`src/rtl/d5m_axis_pkg.sv`:
```
// Shared types and constants for the D5M frame to AXI4-Stream bridge.
package d5m_axis_pkg;

  typedef enum logic [1:0] {
    WAIT_VB = 2'd0,
    ARMED   = 2'd1,
    ACTIVE  = 2'd2,
    DROP    = 2'd3
  } bridge_state_e;

  // Channel enables {R,G,B}: white, yellow, cyan, green, magenta, red, blue, black
  localparam logic [2:0] BAR_RGB [8] = '{
    3'b111, 3'b110, 3'b011, 3'b010, 3'b101, 3'b100, 3'b001, 3'b000
  };

  // Sideband bits stored ahead of the pixel in every FIFO entry
  typedef struct packed {
    logic sof;
    logic eol;
  } entry_tag_t;

  localparam int TAG_W = $bits(entry_tag_t);

endpackage

```
`src/rtl/axis_sync_fifo_fwft.sv`:
```
// Synchronous first-word-fall-through FIFO with a registered output stage.
// Capacity is DEPTH entries in total: DEPTH-1 in the array plus the output register.
module axis_sync_fifo_fwft #(
  parameter int WIDTH = 26,
  parameter int DEPTH = 64
) (
  input  logic                   clk,
  input  logic                   srst_n,
  input  logic                   wr_en,
  input  logic [WIDTH-1:0]       wr_data,
  input  logic                   rd_en,
  output logic [WIDTH-1:0]       rd_data,
  output logic                   full,
  output logic                   empty,
  output logic [$clog2(DEPTH):0] count
);

  localparam int AW = $clog2(DEPTH);
  localparam int CW = AW + 1;

  logic [WIDTH-1:0] mem [DEPTH];
  logic [AW-1:0]    wr_ptr_q, wr_ptr_d;
  logic [AW-1:0]    rd_ptr_q, rd_ptr_d;
  logic [CW-1:0]    mem_cnt_q, mem_cnt_d;
  logic             out_valid_q, out_valid_d;
  logic [WIDTH-1:0] out_data_q, out_data_d;
  logic             pop, load, mem_rd, mem_wr, bypass;

  assign full    = out_valid_q && (mem_cnt_q == CW'(DEPTH - 1));
  assign empty   = !out_valid_q;
  assign count   = mem_cnt_q + CW'(out_valid_q);
  assign rd_data = out_data_q;

  always_comb begin
    pop    = out_valid_q & rd_en;
    load   = !out_valid_q | pop;
    mem_rd = load && (mem_cnt_q != '0);
    // An empty array lets a write go straight into the output register
    bypass = load && (mem_cnt_q == '0) && wr_en;
    mem_wr = wr_en && !bypass && (!full || pop);

    wr_ptr_d    = mem_wr ? wr_ptr_q + AW'(1) : wr_ptr_q;
    rd_ptr_d    = mem_rd ? rd_ptr_q + AW'(1) : rd_ptr_q;
    mem_cnt_d   = mem_cnt_q + CW'(mem_wr) - CW'(mem_rd);
    out_valid_d = load ? (mem_rd | bypass) : out_valid_q;
    out_data_d  = out_data_q;
    if (mem_rd) begin
      out_data_d = mem[rd_ptr_q];
    end else if (bypass) begin
      out_data_d = wr_data;
    end
  end

  always_ff @(posedge clk) begin
    if (mem_wr) begin
      mem[wr_ptr_q] <= wr_data;
    end
  end

  always_ff @(posedge clk) begin
    if (!srst_n) begin
      wr_ptr_q    <= '0;
      rd_ptr_q    <= '0;
      mem_cnt_q   <= '0;
      out_valid_q <= 1'b0;
      out_data_q  <= '0;
    end else begin
      wr_ptr_q    <= wr_ptr_d;
      rd_ptr_q    <= rd_ptr_d;
      mem_cnt_q   <= mem_cnt_d;
      out_valid_q <= out_valid_d;
      out_data_q  <= out_data_d;
    end
  end

endmodule

```
`src/rtl/d5m_frame_axis_bridge.sv`:
```
// Converts a frame/line-valid pixel bus into AXI4-Stream video with SOF/EOL
// sideband, FIFO buffering, overflow resync, geometry capture and colour bars.
module d5m_frame_axis_bridge
  import d5m_axis_pkg::*;
#(
  parameter int DATA_WIDTH = 24,
  parameter int FIFO_DEPTH = 64,
  parameter int X_WIDTH    = 12,
  parameter int Y_WIDTH    = 12,
  parameter int BAR_SHIFT  = 5
) (
  input  logic                  ACLK,
  input  logic                  ARESETN,
  input  logic [DATA_WIDTH-1:0] idata,
  input  logic                  ifval,
  input  logic                  ilval,
  input  logic                  cfg_test_en,
  input  logic                  cfg_clr_ovf,
  input  logic                  m_axis_tready,
  output logic                  m_axis_tvalid,
  output logic [DATA_WIDTH-1:0] m_axis_tdata,
  output logic                  m_axis_tuser,
  output logic                  m_axis_tlast,
  output logic [X_WIDTH-1:0]    xCord,
  output logic [Y_WIDTH-1:0]    yCord,
  output logic [X_WIDTH-1:0]    frame_width,
  output logic [Y_WIDTH-1:0]    frame_height,
  output logic [15:0]           frame_count,
  output logic                  endOfFrame,
  output logic                  ovf_flag
);

  localparam int FW = DATA_WIDTH / 3;
  localparam int EW = DATA_WIDTH + TAG_W;

  bridge_state_e state_q, state_d;
  logic                  ifval_q, ifval_d, ilval_q, ilval_d;
  logic                  test_en_q, test_en_d;
  logic                  sof_pend_q, sof_pend_d;
  logic [X_WIDTH-1:0]    x_q, x_d, last_len_q, last_len_d, xcord_q, xcord_d, frame_w_q, frame_w_d;
  logic [Y_WIDTH-1:0]    y_q, y_d, ycord_q, ycord_d, frame_h_q, frame_h_d;
  logic [15:0]           frame_cnt_q, frame_cnt_d;
  logic                  eof_q, eof_d, ovf_q, ovf_d;
  logic                  hold_valid_q, hold_valid_d, hold_sof_q, hold_sof_d;
  logic [DATA_WIDTH-1:0] hold_data_q, hold_data_d;

  logic                  pix_ok, fv_rise, fv_fall, in_active, acc, line_end, ovf_evt;
  logic [2:0]            bar_k, bar_rgb;
  logic [DATA_WIDTH-1:0] bar_data, pix_data;
  logic                  fifo_wr, fifo_full, fifo_empty;
  logic [EW-1:0]         fifo_wdata, fifo_rdata;
  entry_tag_t            wr_tag, rd_tag;
  logic [$clog2(FIFO_DEPTH):0] unused_fifo_count;

  assign bar_k   = 3'(x_q >> BAR_SHIFT);
  assign bar_rgb = BAR_RGB[bar_k];

  // Field gi=2 is red (MSBs), gi=0 is blue (LSBs)
  for (genvar gi = 0; gi < 3; gi++) begin : g_bar
    assign bar_data[gi*FW +: FW] = {FW{bar_rgb[gi]}};
  end
  if (DATA_WIDTH > 3 * FW) begin : g_bar_pad
    assign bar_data[DATA_WIDTH-1:3*FW] = '0;
  end

  assign pix_data  = test_en_q ? bar_data : idata;
  assign pix_ok    = ifval & ilval;
  assign fv_rise   = ifval & ~ifval_q;
  assign fv_fall   = ~ifval & ifval_q;
  assign in_active = (state_q == ACTIVE);
  assign acc       = in_active & pix_ok;
  // The held pixel is the last of its line once the valid window closes
  assign line_end  = in_active & hold_valid_q & ilval_q & ~pix_ok;

  assign fifo_wr    = (acc & hold_valid_q) | line_end;
  assign wr_tag     = '{sof: hold_sof_q, eol: line_end};
  assign fifo_wdata = {wr_tag, hold_data_q};
  assign ovf_evt    = fifo_wr & fifo_full & ~(m_axis_tvalid & m_axis_tready);

  always_comb begin
    state_d      = state_q;
    ifval_d      = ifval;
    ilval_d      = ilval;
    test_en_d    = test_en_q;
    sof_pend_d   = sof_pend_q;
    x_d          = x_q;
    y_d          = y_q;
    last_len_d   = last_len_q;
    xcord_d      = xcord_q;
    ycord_d      = ycord_q;
    frame_w_d    = frame_w_q;
    frame_h_d    = frame_h_q;
    frame_cnt_d  = frame_cnt_q;
    eof_d        = 1'b0;
    ovf_d        = ovf_q & ~cfg_clr_ovf;
    hold_valid_d = hold_valid_q;
    hold_sof_d   = hold_sof_q;
    hold_data_d  = hold_data_q;

    case (state_q)
      WAIT_VB: begin
        if (!ifval) state_d = ARMED;
      end
      ARMED: begin
        if (fv_rise) begin
          state_d    = ACTIVE;
          test_en_d  = cfg_test_en;
          sof_pend_d = 1'b1;
          x_d        = '0;
          y_d        = '0;
        end
      end
      ACTIVE: begin
        if (acc) begin
          hold_valid_d = 1'b1;
          hold_sof_d   = sof_pend_q;
          hold_data_d  = pix_data;
          sof_pend_d   = 1'b0;
          x_d          = x_q + X_WIDTH'(1);
          xcord_d      = x_q;
          ycord_d      = y_q;
        end
        if (line_end) begin
          hold_valid_d = 1'b0;
          x_d          = '0;
          y_d          = y_q + Y_WIDTH'(1);
          last_len_d   = x_q;
        end
        if (ovf_evt) begin
          ovf_d        = 1'b1;
          hold_valid_d = 1'b0;
          state_d      = DROP;
        end else if (fv_fall) begin
          eof_d       = 1'b1;
          frame_w_d   = line_end ? x_q : last_len_q;
          frame_h_d   = line_end ? y_q + Y_WIDTH'(1) : y_q;
          frame_cnt_d = frame_cnt_q + 16'd1;
          state_d     = ARMED;
        end
      end
      DROP: begin
        if (!ifval) state_d = ARMED;
      end
      default: state_d = WAIT_VB;
    endcase
  end

  always_ff @(posedge ACLK) begin
    if (!ARESETN) begin
      state_q      <= WAIT_VB;
      ifval_q      <= 1'b0;
      ilval_q      <= 1'b0;
      test_en_q    <= 1'b0;
      sof_pend_q   <= 1'b0;
      x_q          <= '0;
      y_q          <= '0;
      last_len_q   <= '0;
      xcord_q      <= '0;
      ycord_q      <= '0;
      frame_w_q    <= '0;
      frame_h_q    <= '0;
      frame_cnt_q  <= '0;
      eof_q        <= 1'b0;
      ovf_q        <= 1'b0;
      hold_valid_q <= 1'b0;
      hold_sof_q   <= 1'b0;
      hold_data_q  <= '0;
    end else begin
      state_q      <= state_d;
      ifval_q      <= ifval_d;
      ilval_q      <= ilval_d;
      test_en_q    <= test_en_d;
      sof_pend_q   <= sof_pend_d;
      x_q          <= x_d;
      y_q          <= y_d;
      last_len_q   <= last_len_d;
      xcord_q      <= xcord_d;
      ycord_q      <= ycord_d;
      frame_w_q    <= frame_w_d;
      frame_h_q    <= frame_h_d;
      frame_cnt_q  <= frame_cnt_d;
      eof_q        <= eof_d;
      ovf_q        <= ovf_d;
      hold_valid_q <= hold_valid_d;
      hold_sof_q   <= hold_sof_d;
      hold_data_q  <= hold_data_d;
    end
  end

  axis_sync_fifo_fwft #(
    .WIDTH (EW),
    .DEPTH (FIFO_DEPTH)
  ) u_fifo (
    .clk     (ACLK),
    .srst_n  (ARESETN),
    .wr_en   (fifo_wr),
    .wr_data (fifo_wdata),
    .rd_en   (m_axis_tready),
    .rd_data (fifo_rdata),
    .full    (fifo_full),
    .empty   (fifo_empty),
    .count   (unused_fifo_count)
  );

  assign {rd_tag, m_axis_tdata} = fifo_rdata;
  assign m_axis_tvalid = ~fifo_empty;
  assign m_axis_tuser  = rd_tag.sof;
  assign m_axis_tlast  = rd_tag.eol;
  assign xCord         = xcord_q;
  assign yCord         = ycord_q;
  assign frame_width   = frame_w_q;
  assign frame_height  = frame_h_q;
  assign frame_count   = frame_cnt_q;
  assign endOfFrame    = eof_q;
  assign ovf_flag      = ovf_q;

endmodule

```
`config.mk`:
```
export PLATFORM = sky130hd
export DESIGN_NAME = d5m_frame_axis_bridge
export DESIGN_NICKNAME = d
export VERILOG_FILES = /design/src/rtl/d5m_axis_pkg.sv /design/src/rtl/axis_sync_fifo_fwft.sv /design/src/rtl/d5m_frame_axis_bridge.sv
export SDC_FILE = /design/constraint.sdc
export NUM_CORES = 2
export LEC_CHECK = 0
export CAP_MARGIN = 10
export CORE_MARGIN = 2
export CORE_UTILIZATION = 62
export DETAILED_ROUTE_END_ITERATION = 6
export PLACE_DENSITY = 0.79
export SLEW_MARGIN = 15
export SYNTH_ARGS = -nofsm -noshare
export SYNTH_HDL_FRONTEND = slang
export SYNTH_SLANG_ARGS = --single-unit
```
`constraint.sdc`:
```
create_clock -name ACLK -period 3.9 [get_ports ACLK]
set_input_delay 0.585 -clock ACLK [delete_from_list [all_inputs] [get_ports ACLK]]
set_output_delay 0.585 -clock ACLK [all_outputs]
set_load 0.02 [all_outputs]
```
Word-level counts from Yosys, hierarchy flattened
Memory sizes are Yosys's and may differ from the RTL's. A register that Yosys moved wholly into a read port is not among the register bits. Index checks and enable logic that the tools add are counted.

$add $sub $neg: 7. Magnitude comparators: 1. Eq/ne operators: 9. Muxes and demuxes: 30. Bitwise logic cells: 24. Reduce and logical (&&, ||, !) cells: 26.

Operator list (number): 12-bit 2-to-1 mux (5); 26-bit 2-to-1 mux (2); 12-bit one-hot mux with 2 select lines (2); 12-bit by 1-bit adder with 12-bit output (second input constant) (2); 24-bit 2-to-1 mux (1); 16-bit by 1-bit adder with 16-bit output (second input constant) (1); 6-bit by 1-bit adder with 6-bit output (second input constant) (2); 1-bit bitwise AND (12); 6-bit 2-to-1 mux (2); 3-bit AND reduction (4); 1-bit 2-to-1 mux (10); 2-bit 2-to-1 mux (4); 1-bit NOT (8); 2-bit AND reduction (4); 7-bit by 1-bit adder with 7-bit output (1); 7-bit by 6-bit equality test with 1-bit output (second input constant) (1); 7-bit logical NOT (1); 7-bit nonzero test (1); 7-bit by 1-bit subtractor with 7-bit output (1); 1-bit logical AND (6); 3-bit 2-to-1 mux (2); 2-bit one-hot mux with 3 select lines (1); 2-bit equality test (second input constant) (2); 4-bit greater-or-equal comparator (second input constant) (1); other kinds (15) (21).

Register bits: 180. RAM bits: 1664. ROM bits: 24. Bits of input ports: 31. Output and inout bits: 93. Word-level logic and storage cells: 122. Memories kept: 2.

Memory list: u_fifo.mem (words 64, bits a word 26, read ports 1, clocked after Yosys merged registers in 1, wr ports 1, line axis_sync_fifo_fwft.sv:21) `logic [WIDTH-1:0] mem [DEPTH];`; (no name shown) (words 8, bits a word 3, read ports 1, clocked after Yosys merged registers in 0, wr ports 0, line d5m_frame_axis_bridge.sv:56) `assign bar_rgb = BAR_RGB[bar_k];`.

Longest topological paths before layout
Depth after elaboration: 11. Mapped depth: 17. Gate-level depth less buffers: 15.

By module
From an unflattened synthesis, not the netlist that was laid out.

Cell total of the unflattened synthesis: 3898. Area total of the unflattened synthesis: 71826.4 um^2.

By module, submodules not included: axis_sync_fifo_fwft (instances 1, cells an instance 3254, area each 66327.4 um^2); d5m_frame_axis_bridge (instances 1, cells an instance 644, area each 5499.0 um^2).

Least setup slack after synthesis
Ideal clock, no wire load.

Path type: input-to-reg. Start: input port m_axis_tready. End: memory u_fifo.mem[59][0], enable pin. Library setup time: 409 ps. Arrival time: 3119 ps. Required time: 3491 ps. Slack: 372 ps. Stages: 6. Path through: and4b_1 > and3_4 > a2111oi_4 > and2b_1 > nand3_1 > nor2_1.

Word-level cells in the longest chain between the ends: 9. Elaborated cells on any way between the ends: 10. Classes of those cells: mux: 2; bitwise: 2; reduce/logical: 6.

RTL lines: start, declared (line d5m_frame_axis_bridge.sv:19) `input logic m_axis_tready,`; 1-bit bitwise AND (*) (line axis_sync_fifo_fwft.sv:35) `pop = out_valid_q & rd_en;`; 1-bit OR (line axis_sync_fifo_fwft.sv:36) `load = !out_valid_q | pop;`; 1-bit logical AND (2 in series) (line axis_sync_fifo_fwft.sv:39) `bypass = load && (mem_cnt_q == '0) && wr_en;`; 1-bit logical NOT (line axis_sync_fifo_fwft.sv:40) `mem_wr = wr_en && !bypass && (!full || pop);`; 1-bit logical AND (line axis_sync_fifo_fwft.sv:40); 1-bit logical AND (*) (line axis_sync_fifo_fwft.sv:40); net u_fifo.mem_wr (line axis_sync_fifo_fwft.sv:27) `logic pop, load, mem_rd, mem_wr, bypass;`; 1-bit 2-to-1 mux (*) (line axis_sync_fifo_fwft.sv:55) `if (mem_wr) begin`; 1-bit 2-to-1 mux (not written as such) (*) (line axis_sync_fifo_fwft.sv:56) `mem[wr_ptr_q] <= wr_data;`; end, declared (line axis_sync_fifo_fwft.sv:21).

The timed path passes the listed nets; every way through them passes the cells marked *.

==> flow_metrics.py <==
metrics = {
    "worst_setup_path": {
        "crit_required_ns": 4.55,
        "crit_fanout": 89,
        "cp-start-kind": "flop",
        "cp.arrival_ns": 3.97,
        "cp-end-kind": "flop",
        "crit_type": "flop to flop",
    },
    "clocking": {
        "numCtsBuffers": 175,
        "clock_latency_ns": 0.80,
        "h-tree-depth": 4,
        "post-cts-setup-buffer-count": 0,
        "cts.hold.buffers_added": 0,
        "clock_sinks": 1850,
        "clk_pin_slew_worst_paths_ns": 0.06,
        "ctsResizeCount": 0,
        "ctsLongestPathBuffers": 3,
        "cts-root-buf": "clkbuf_16",
        "cts_tree": "built",
    },
    "synth": {
        "synth_fp_nets": 3782,
        "synth_edf_count": 1664,
        "synth_warnings": 0,
        "ys_top_cells_by_count": "edfxtp_1 (1664), mux4_2 (355), nor2_1 (241)",
        "syn_inst": 3731,
        "synth-async-reset-ratio": 0,
        "yosysSeqAreaShare": 0.7545,
        "synth_area_leaders": "edfxtp_1 (70%), mux4_2 (11%), dfxtp_1 (5.2%)",
        "synth_cell_types": 66,
        "yosysTopAreaCell": "edfxtp_1",
        "synth_flop_cell": "edfxtp_1",
        "synth_area_mm2": 0.07117,
        "synth.top_cell.area_share": 0.7021,
        "synth-seq-cells": 1850,
        "avgSynthCellArea_um2": 19.07,
        "synth.most_common_cell": "edfxtp_1",
    },
    "global_route": {
        "grtUsageMet2": 0.5378,
        "grt_overflow_total": 0,
        "grt_pass1_wl_um": 279200,
        "grt_use_total": 0.3375,
        "grtUsageMet3": 0.08793,
        "first_global_vias": 38460,
        "grt.busiest_layer": "met2",
        "grt_util_met1": 0.4523,
        "antenna_found_initial": 18,
        "grt_max_degree": 98,
    },
    "sta": {
        "rsz0062_at_grt": "false",
        "tightest_slew_ns": 1.148,
        "fin_crit_ns": 3.325,
        "period_share": 0.8524,
        "finalSetupTns_ns": 0,
        "slew_viol_final": 0,
        "hold_violations": 0,
        "worst_clock_skew_ns": 0.03920,
        "relSlewSlack": 0.2345,
        "fmax_mhz": 300.8,
        "setup_viol": 0,
    },
    "floorplanning": {
        "die_y_um": 342.8,
        "initial_utilization": 0.6241,
        "core_area_mm2": 0.1140,
        "io_pins": 124,
        "die_w_um": 342.8,
        "dieArea_mm2": 0.1175,
        "rows": 124,
    },
    "power_and_ir_drop": {
        "power_density_mw_per_mm2": 589.4,
        "vdd_drop_max_v": 0.0005399,
        "p_leak_nw": 27.45,
    },
    "drt": {
        "routed_via_density": 7.010,
        "vias": 39790,
        "drtPass1Iterations": 7,
        "drtIter0Drc": 6465,
        "wl_um": 196400,
        "wire_per_inst_um": 34.60,
        "drcViolationCount": 1,
        "antenna_left": 0,
    },
    "final_layout": {
        "drive_gt1_frac": 0.2205,
        "fin_cells": 5677,
        "utilization": 0.7173,
        "nets": 4069,
        "multi_input_area_mm2": 0.01681,
        "area_delta_synth_final_pct": 14.95,
        "seq_area_mm2": 0.05374,
        "fillers": 6281,
    },
    "place": {
        "portBuffers": 123,
        "dp.cells": 5353,
        "gp_congestion": 0.9473,
        "place_hpwl_um": 113300,
    },
    "run_status": {
        "status": "complete, but fails checks",
        "failed_checks": "DRC",
    },
    "min_path": {
        "worstHoldPathType": "input port to flop",
        "hp-start": "cfg_test_en",
    },
    "run": {
        "cap_violations": 0,
    },
}
## layout by cell type (no fill, tap or decap), types with 48 or more instances in the layout
master,synthesis,final
dfxtp_1,186,157
buf_4,5,137
nor2_1,241,175
a22oi_1,108,108
clkdlybuf4s50_1,0,123
nand2_1,115,115
edfxtp_1,1664,1664
a21oi_1,105,105
mux4_2,355,355
mux2i_1,235,235
nand3_1,98,98
clkbuf_16,0,181
buf_12,0,66
a211oi_1,48,48
## state kept, by name, indices dropped and copies added, names as in the netlist, 2 cells and up, named ones only
register,flops
state_q,2
u_fifo.rd_data,26
hold_data_q,24
xCord,12
yCord,12
frame_height,12
last_len_q,12
y_q,12
u_fifo.mem_cnt_q,7
frame_count,16
u_fifo.mem,1664
frame_width,12
x_q,12
u_fifo.wr_ptr_q,6
u_fifo.rd_ptr_q,6
## cell families (layout without fill, tap and decap cells)
logic type | after synthesis | count (layout) | share of synthesized area
buffers and inverters | 240 | 672 | 0.01456
adder cells (fa/ha/maj) | 20 | 20 | 0.003622
AO/OA/AOI/OAI | 386 | 386 | 0.03708
other | 0 | 2 | 0
multiplexers | 590 | 590 | 0.1454
XOR/XNOR | 51 | 51 | 0.006277
AND/OR/NAND/NOR | 594 | 594 | 0.03861
flip-flops | 1850 | 1850 | 0.7545
## per-stage QoR
| step | cell area [µm²] | setup WS, ns | hold slack, ns | power, W |
|---|---|---|---|---|
| 2_1_floorplan | 71170 | 0.3723 | 0.4323 | 0.02811 |
| 3_5_place_dp | 76120 | 0.2850 | 0.4468 | 0.03129 |
| 6_report | 81800 | 0.5755 | 0.4267 | 0.04821 |
| 4_1_cts | 81790 | 0.7334 | 0.3972 | 0.04813 |
| 3_3_place_gp | 76120 | 0.3246 | 0.4352 | 0.03112 |
| 5_1_grt | 81800 | 0.6086 | 0.4519 | 0.04936 |
## worst max-delay path, cell delays in order (launching register included)
cell	delay (ns)
dfxtp_4	0.70
buf_12	0.51
mux2i_1	0.35
a22oi_1	0.14
nand3_1	0.20
nand3_1	0.34
o32ai_1	0.63
nor4_1	0.13
## final timing paths
check / to / slack (ns) / depth (start not counted)
max: u_fifo.rd_data[17]$_SDFFE_PN0P_ / 0.58 / 7
min: test_en_q$_SDFFE_PN0P_ / 0.43 / 3
max reg2reg: u_fifo.rd_data[17]$_SDFFE_PN0P_ / 0.58 / 7
min reg2reg: xCord[7]$_SDFFE_PN0P_ / 0.46 / 2
## layer usage
| layer | share of wire | vias to the layer above |
|---|---|---|
| li1 | - | 15730 |
| met1 | 0.35 | 20370 |
| met2 | 0.49 | 3142 |
| met3 | 0.12 | 529 |
| met4 | 0.045 | 24 |
| met5 | 0.0011 | - |
## cell type report
cell class,instances,share of cell area
Multi-Input combinational cell,1641,0.2055
Tap cell,1512,0.02313
Inverter,24,0.001162
Sequential cell,1850,0.6570
Timing Repair Buffer,326,0.04378
Antenna cell,2,0.00006118
Clock buffer,227,0.05846
Clock inverter,95,0.01094
## power breakdown
group / total, W / switching, W / internal (W)
clock: 0.0170 / 0.00741 / 0.00959
combinational: 0.00851 / 0.00501 / 0.00350
sequential: 0.0227 / 0.000707 / 0.0220
(Power assumes the default switching activity.)
